$ cat src/rtl/grid_pkg.sv
// Shared constants, register map and types for the double-buffered game grid.
package grid_pkg;

    localparam int GRID_WORDS = 16;
    localparam int WORD_W     = 16;
    localparam int ADDR_W     = 5;

    localparam logic [ADDR_W-1:0] CTRL_ADDR = 5'h10;
    localparam logic [ADDR_W-1:0] FCNT_ADDR = 5'h11;
    localparam logic [ADDR_W-1:0] CCNT_ADDR = 5'h12;

    localparam int CTRL_PEND_BIT = 0;
    localparam int CTRL_CLR_BIT  = 1;
    localparam int CTRL_AUTO_BIT = 2;

    typedef logic [WORD_W-1:0] grid_word_t;
    typedef grid_word_t grid_t [GRID_WORDS];

    // CTRL read-back layout: {13'b0, auto, 1'b0, pending}
    function automatic grid_word_t ctrl_word(input logic auto_b, input logic pend_b);
        grid_word_t w;
        w                = '0;
        w[CTRL_AUTO_BIT] = auto_b;
        w[CTRL_PEND_BIT] = pend_b;
        return w;
    endfunction

endpackage

$ cat src/rtl/grid_frame_buffer_if.sv
// Avalon-MM slave bus bundle for the grid frame buffer.
interface grid_frame_buffer_if;
    import grid_pkg::*;

    logic                AVL_READ;
    logic                AVL_WRITE;
    logic                AVL_CS;
    logic [ADDR_W-1:0]   AVL_ADDR;
    logic [WORD_W-1:0]   AVL_WRITEDATA;
    logic [WORD_W-1:0]   AVL_READDATA;

    modport master (
        output AVL_READ, AVL_WRITE, AVL_CS, AVL_ADDR, AVL_WRITEDATA,
        input  AVL_READDATA
    );

    modport slave (
        input  AVL_READ, AVL_WRITE, AVL_CS, AVL_ADDR, AVL_WRITEDATA,
        output AVL_READDATA
    );

endinterface

$ cat src/rtl/grid_frame_buffer_sync_edge_detect.sv
// Registered falling-edge detector with a one-cycle delayed pulse (usable for vs or hs).
module sync_edge_detect #(
    parameter logic IDLE_LEVEL = 1'b1
) (
    input  logic clk,
    input  logic srst,
    input  logic sig_i,
    output logic fall_o,
    output logic pulse_o
);

    logic sig_q;
    logic pulse_q;

    // Edge is seen in the same cycle the input drops; history resets to the idle level.
    assign fall_o  = sig_q & ~sig_i;
    assign pulse_o = pulse_q;

    // History register and delayed pulse.
    always_ff @(posedge clk) begin
        if (srst) begin
            sig_q   <= IDLE_LEVEL;
            pulse_q <= 1'b0;
        end else begin
            sig_q   <= sig_i;
            pulse_q <= fall_o;
        end
    end

endmodule

$ cat src/rtl/grid_frame_buffer.sv
// Shadow/display grid register file; shadow is copied to the display at vsync fall.
module grid_frame_buffer
    import grid_pkg::*;
(
    input  logic                 CLK,
    input  logic                 RESET,
    grid_frame_buffer_if.slave   avl,
    input  logic                 vs,
    output grid_t                grid,
    output logic                 frame_tick
);

    grid_t         shadow_q, shadow_d;
    grid_t         grid_q,   grid_d;
    logic          pending_q;
    logic          auto_q;
    grid_word_t    frame_cnt_q;
    grid_word_t    commit_cnt_q;
    grid_word_t    readdata_q;
    grid_word_t    rd_word;

    logic          fe;
    logic          commit;
    logic          wr_en;
    logic          rd_en;
    logic          ctrl_wr;
    logic          clr_wr;

    sync_edge_detect #(.IDLE_LEVEL(1'b1)) u_vs_edge (
        .clk     (CLK),
        .srst    (RESET),
        .sig_i   (vs),
        .fall_o  (fe),
        .pulse_o (frame_tick)
    );

    assign wr_en   = avl.AVL_CS & avl.AVL_WRITE;
    assign rd_en   = avl.AVL_CS & avl.AVL_READ;
    assign ctrl_wr = wr_en && (avl.AVL_ADDR == CTRL_ADDR);
    assign clr_wr  = ctrl_wr && avl.AVL_WRITEDATA[CTRL_CLR_BIT];
    // Commit uses the registered pending flag, so a request landing on the edge waits a frame.
    assign commit  = fe && (pending_q || auto_q);

    // Per-word next state: grid samples the pre-write shadow; shadow takes the bus write.
    for (genvar gi = 0; gi < GRID_WORDS; gi++) begin : g_word
        assign shadow_d[gi] = clr_wr ? '0 :
                              (wr_en && avl.AVL_ADDR == ADDR_W'(gi)) ? avl.AVL_WRITEDATA :
                              shadow_q[gi];
        assign grid_d[gi]   = commit ? shadow_q[gi] : grid_q[gi];
    end

    // Grid storage.
    always_ff @(posedge CLK) begin
        if (RESET) begin
            shadow_q <= '{default: '0};
            grid_q   <= '{default: '0};
        end else begin
            shadow_q <= shadow_d;
            grid_q   <= grid_d;
        end
    end

    assign grid = grid_q;

    // Control flags and frame/commit counters; a new request overrides the commit clear.
    always_ff @(posedge CLK) begin
        if (RESET) begin
            pending_q    <= 1'b0;
            auto_q       <= 1'b0;
            frame_cnt_q  <= '0;
            commit_cnt_q <= '0;
        end else begin
            if (ctrl_wr && avl.AVL_WRITEDATA[CTRL_PEND_BIT]) begin
                pending_q <= 1'b1;
            end else if (commit) begin
                pending_q <= 1'b0;
            end
            if (ctrl_wr) begin
                auto_q <= avl.AVL_WRITEDATA[CTRL_AUTO_BIT];
            end
            if (fe) begin
                frame_cnt_q <= frame_cnt_q + 1'b1;
            end
            if (commit) begin
                commit_cnt_q <= commit_cnt_q + 1'b1;
            end
        end
    end

    // Read mux over current (pre-write) register values.
    always_comb begin
        rd_word = '0;
        if (!avl.AVL_ADDR[ADDR_W-1]) begin
            rd_word = shadow_q[avl.AVL_ADDR[ADDR_W-2:0]];
        end else begin
            case (avl.AVL_ADDR)
                CTRL_ADDR: rd_word = ctrl_word(auto_q, pending_q);
                FCNT_ADDR: rd_word = frame_cnt_q;
                CCNT_ADDR: rd_word = commit_cnt_q;
                default:   rd_word = '0;
            endcase
        end
    end

    // Registered read data, held between reads.
    always_ff @(posedge CLK) begin
        if (RESET) begin
            readdata_q <= '0;
        end else if (rd_en) begin
            readdata_q <= rd_word;
        end
    end

    assign avl.AVL_READDATA = readdata_q;

endmodule
$ cat src/flat_wrapper.sv
// flat-port wrapper written by rule: the top's interface ports become plain ports
module grid_frame_buffer_flat import grid_pkg::*;
  (CLK, RESET, vs, grid, frame_tick, avl_AVL_READ, avl_AVL_WRITE, avl_AVL_CS, avl_AVL_ADDR, avl_AVL_WRITEDATA, avl_AVL_READDATA);
  grid_frame_buffer_if avl_i ();
  input  logic CLK;
  input  logic RESET;
  input  logic vs;
  output grid_t grid;
  output logic frame_tick;
  input wire logic [$bits(avl_i.AVL_READ)-1:0] avl_AVL_READ;
  input wire logic [$bits(avl_i.AVL_WRITE)-1:0] avl_AVL_WRITE;
  input wire logic [$bits(avl_i.AVL_CS)-1:0] avl_AVL_CS;
  input wire logic [$bits(avl_i.AVL_ADDR)-1:0] avl_AVL_ADDR;
  input wire logic [$bits(avl_i.AVL_WRITEDATA)-1:0] avl_AVL_WRITEDATA;
  output wire logic [$bits(avl_i.AVL_READDATA)-1:0] avl_AVL_READDATA;
  assign avl_i.AVL_READ = avl_AVL_READ;
  assign avl_i.AVL_WRITE = avl_AVL_WRITE;
  assign avl_i.AVL_CS = avl_AVL_CS;
  assign avl_i.AVL_ADDR = avl_AVL_ADDR;
  assign avl_i.AVL_WRITEDATA = avl_AVL_WRITEDATA;
  assign avl_AVL_READDATA = avl_i.AVL_READDATA;
  grid_frame_buffer u_core (.CLK(CLK), .RESET(RESET), .avl(avl_i), .vs(vs), .grid(grid), .frame_tick(frame_tick));
endmodule
$ cat config.mk
export PLATFORM = sky130hd
export DESIGN_NAME = grid_frame_buffer_flat
export DESIGN_NICKNAME = d
export VERILOG_FILES = /design/src/rtl/grid_pkg.sv /design/src/rtl/grid_frame_buffer_if.sv /design/src/rtl/grid_frame_buffer_sync_edge_detect.sv /design/src/rtl/grid_frame_buffer.sv /design/src/flat_wrapper.sv
export SDC_FILE = /design/constraint.sdc
export NUM_CORES = 1
export LEC_CHECK = 0
export CAP_MARGIN = 20
export CORE_MARGIN = 8
export CORE_UTILIZATION = 50
export DETAILED_ROUTE_END_ITERATION = 10
export GPL_TIMING_DRIVEN = 0
export PLACE_DENSITY = 0.74
export SYNTH_ARGS = -nofsm -noshare
export SYNTH_HDL_FRONTEND = slang
export SYNTH_SLANG_ARGS = --single-unit
$ cat constraint.sdc
create_clock -name CLK -period 3.56 [get_ports CLK]
set_clock_uncertainty 0.15 [all_clocks]
set_input_delay 1.068 -clock CLK [delete_from_list [all_inputs] [get_ports CLK]]
set_output_delay 1.068 -clock CLK [all_outputs]
set_load 0.05 [all_outputs]
==> results.cfg <==
[status]
status = finished, final reports clean

[clocking]
cts_root_buf = clkbuf_16
worstSkewPairLatency_ns = 0.62
numCtsBuffers = 57
h-tree-depth = 2
cts.sinks = 564
ctsHoldBuffers = 0
post_cts_buffers = 0
clk_path_buf_depth = 3
clkTransAtPathRegs_ns = 0.06
cts_tree = yes

[finish]
nets = 3004
syn_to_final_growth_pct = 25.6
fillers = 3796
drive_gt1_frac = 0.0835
instances_no_fill = 3614
final_cell_area_um2 = 28100
final_util = 0.636

[synthesis]
synth_area_per_cell_um2 = 8.52
syn_inst = 2622
synth.distinct_cells = 49
yosys_warnings = 0
synth_most_common_cell = nand2_1
netlist_area_um2 = 22300
synth_nets = 2651
synthTopCellsByArea = dfxtp_1, nand2_1, a21oi_1, mux4_2, mux2i_1
ys_seq_area_frac = 0.505
ys.flop_type = dfxtp_1
synth_top_area_frac = 0.505
synth-edff-count = 0
synth_common_cells = nand2_1, dfxtp_1, a21oi_1
synth.largest_area_cell = dfxtp_1
async_reset_ff_frac = 0
ys_seq_elements = 564

[critical_path]
start_kind = input port
arrival_ns = 3.86
cp.required_ns = 3.96
critical_path_class = in2reg
endpoint_kind = flop
worstPathMaxFanout = 10
rr_worst_depth = 6

[detailed_routing]
vias = 21029
first_pass_iters = 5
wire_per_inst_um = 23.8
postRouteAntennaNets = 0
first_iter_violations = 2202
avgViaCountPerCell = 5.82
finalWirelength_mm = 86.0
drc = 0

[power_and_ir_drop]
switchingPower_uw = 3050
swShare = 0.227
p_leak_uw = 0.00905
intPower_uw = 10400
p_seq_frac = 0.474
p_clk_frac = 0.480
vdd_drop_max_mv = 0.387
power.density_nw_per_um2 = 479
p_comb_frac = 0.046
power_uw = 13400

[timing]
hold_viol = 0
finalCritPeriodShare = 0.972
fin_crit_ns = 3.46
report.final.slew_viol_count = 0
rsz0062_at_grt = no
setup_slack_ns = 0.0982
tightest_slew_ns = 1.14
max_slew_margin = 0.240
setup_viol = 0
fmax_ghz = 0.289

[placed_design]
post-place-ws_ns = -0.885
io_buffers = 293
globalplace.congestion = 1.01
dpl-instance-area_um2 = 26000
dp_hpwl_mm = 65.9
dp.cells = 3508

[global_routing]
grt_max_degree = 15
grt_pass1_wl_mm = 125
antenna_found_initial = 5
grt-ovfl-total = 0
grt_pass1_vias = 19513
track_usage = 0.322

[floorplanning]
dieWidth_um = 227
initial_core_util = 0.506
die-area_um2 = 51700
coreArea_um2 = 44100
rows = 77
ioPinCount = 300
fp.dieH_um = 227

[hold_path]
worstHoldPathCells = 2
min_path_type = reg2reg

[job]
drv_cap = 0
[metrics by stage]
| step | hold slack (ns) | TNS [ns] |
|---|---|---|
| 3_5_place_dp | 0.296 | -243.33 |
| 4_1_cts | 0.304 | 0 |
| 6_report | 0.302 | 0 |
| 2_1_floorplan | 0.291 | 0 |
| 3_3_place_gp | 0.293 | -246.70 |
| 5_1_grt | 0.318 | 0 |
[state kept, by name, summed over array words and instances (netlist names)]
name / flops
u_core.avl.AVL_READDATA: 16
u_core.u_vs_edge.sig_q: 1
u_core.shadow_q: 256
u_core.frame_cnt_q: 16
u_core.grid: 256
u_core.u_vs_edge.pulse_o: 1
u_core.auto_q: 1
u_core.commit_cnt_q: 16
u_core.pending_q: 1
[power by group through the flow]
stage          registers (uW)  logic [uW]  clock network (uW)
2_1_floorplan            6540         317                   0
3_3_place_gp             6510         593                   0
3_5_place_dp             6510         600                   0
4_1_cts                  6370         602                6480
5_1_grt                  6370         642                6740
6_report                 6370         615                6450
[path summary, 6_finish.rpt]
kind | from | to | slack, ns
setup reg to reg | u_core.pending_q | u_core.grid[182] | 0.71
setup / recovery | avl_AVL_WRITE | u_core.shadow_q[155] | 0.1
hold / removal | u_core.grid[221] | u_core.grid[221] | 0.30
hold reg to reg | u_core.grid[221] | u_core.grid[221] | 0.30
[area by class of cell]
cell class / instances / area (um^2) / area share
sequential: 564 / 11300 / 0.402
multi-input combinational: 1845 / 10200 / 0.362
timing repair buffer: 294 / 2950 / 0.105
clock buffer: 82 / 1700 / 0.0606
buffer: 209 / 893 / 0.0318
tap: 592 / 741 / 0.0264
clock inverter: 21 / 320 / 0.0114
inverter: 4 / 15.0 / 0.000535
antenna: 3 / 7.51 / 0.000267
[layer usage]
layer | vias to the layer above | track usage | wire length (um)
li1 | 9543 | - | -
met1 | 10083 | 0.431 | 34700
met2 | 1185 | 0.492 | 37900
met3 | 216 | 0.0750 | 9380
met4 | 2 | 0.146 | 3990
met5 | - | 0 | 11
[cells by family after synthesis]
logic type | after synthesis | share of synthesized area
mux | 180 | 0.117
flops | 564 | 0.505
compound gates | 497 | 0.118
fa+ha+maj | 2 | 0.00112
buf+inv | 213 | 0.0404
xor+xnor | 15 | 0.00588
simple gates | 1151 | 0.212
[worst max-delay path, cell delays in order]
cell and delay, ns:
clkdlybuf4s50_1 0.65, nand3b_1 0.54, nor3_1 0.95, buf_2 0.38, nand2_1 0.09, a21oi_1 0.17
[cells in the final DEF, fill, tap and decap left out, types with 15 or more instances in the layout]
cell type and count:
clkbuf_16 59, mux4_2 64, nand2b_1 17, nor2_1 133, clkdlybuf4s50_1 293, dfxtp_1 564, mux2_2 15, buf_2 44
clkbuf_1 154, mux2i_1 101, a21oi_1 446, nand3_1 78, nand2_1 846
[repair_timing]
item / 4_1_cts / 5_1_grt
gates resized for setup: 2 / 7
setup endpoints to repair: 200 / 92
gates cloned: 0 / 0
No activity file was read; power rests on OpenSTA's default activity.
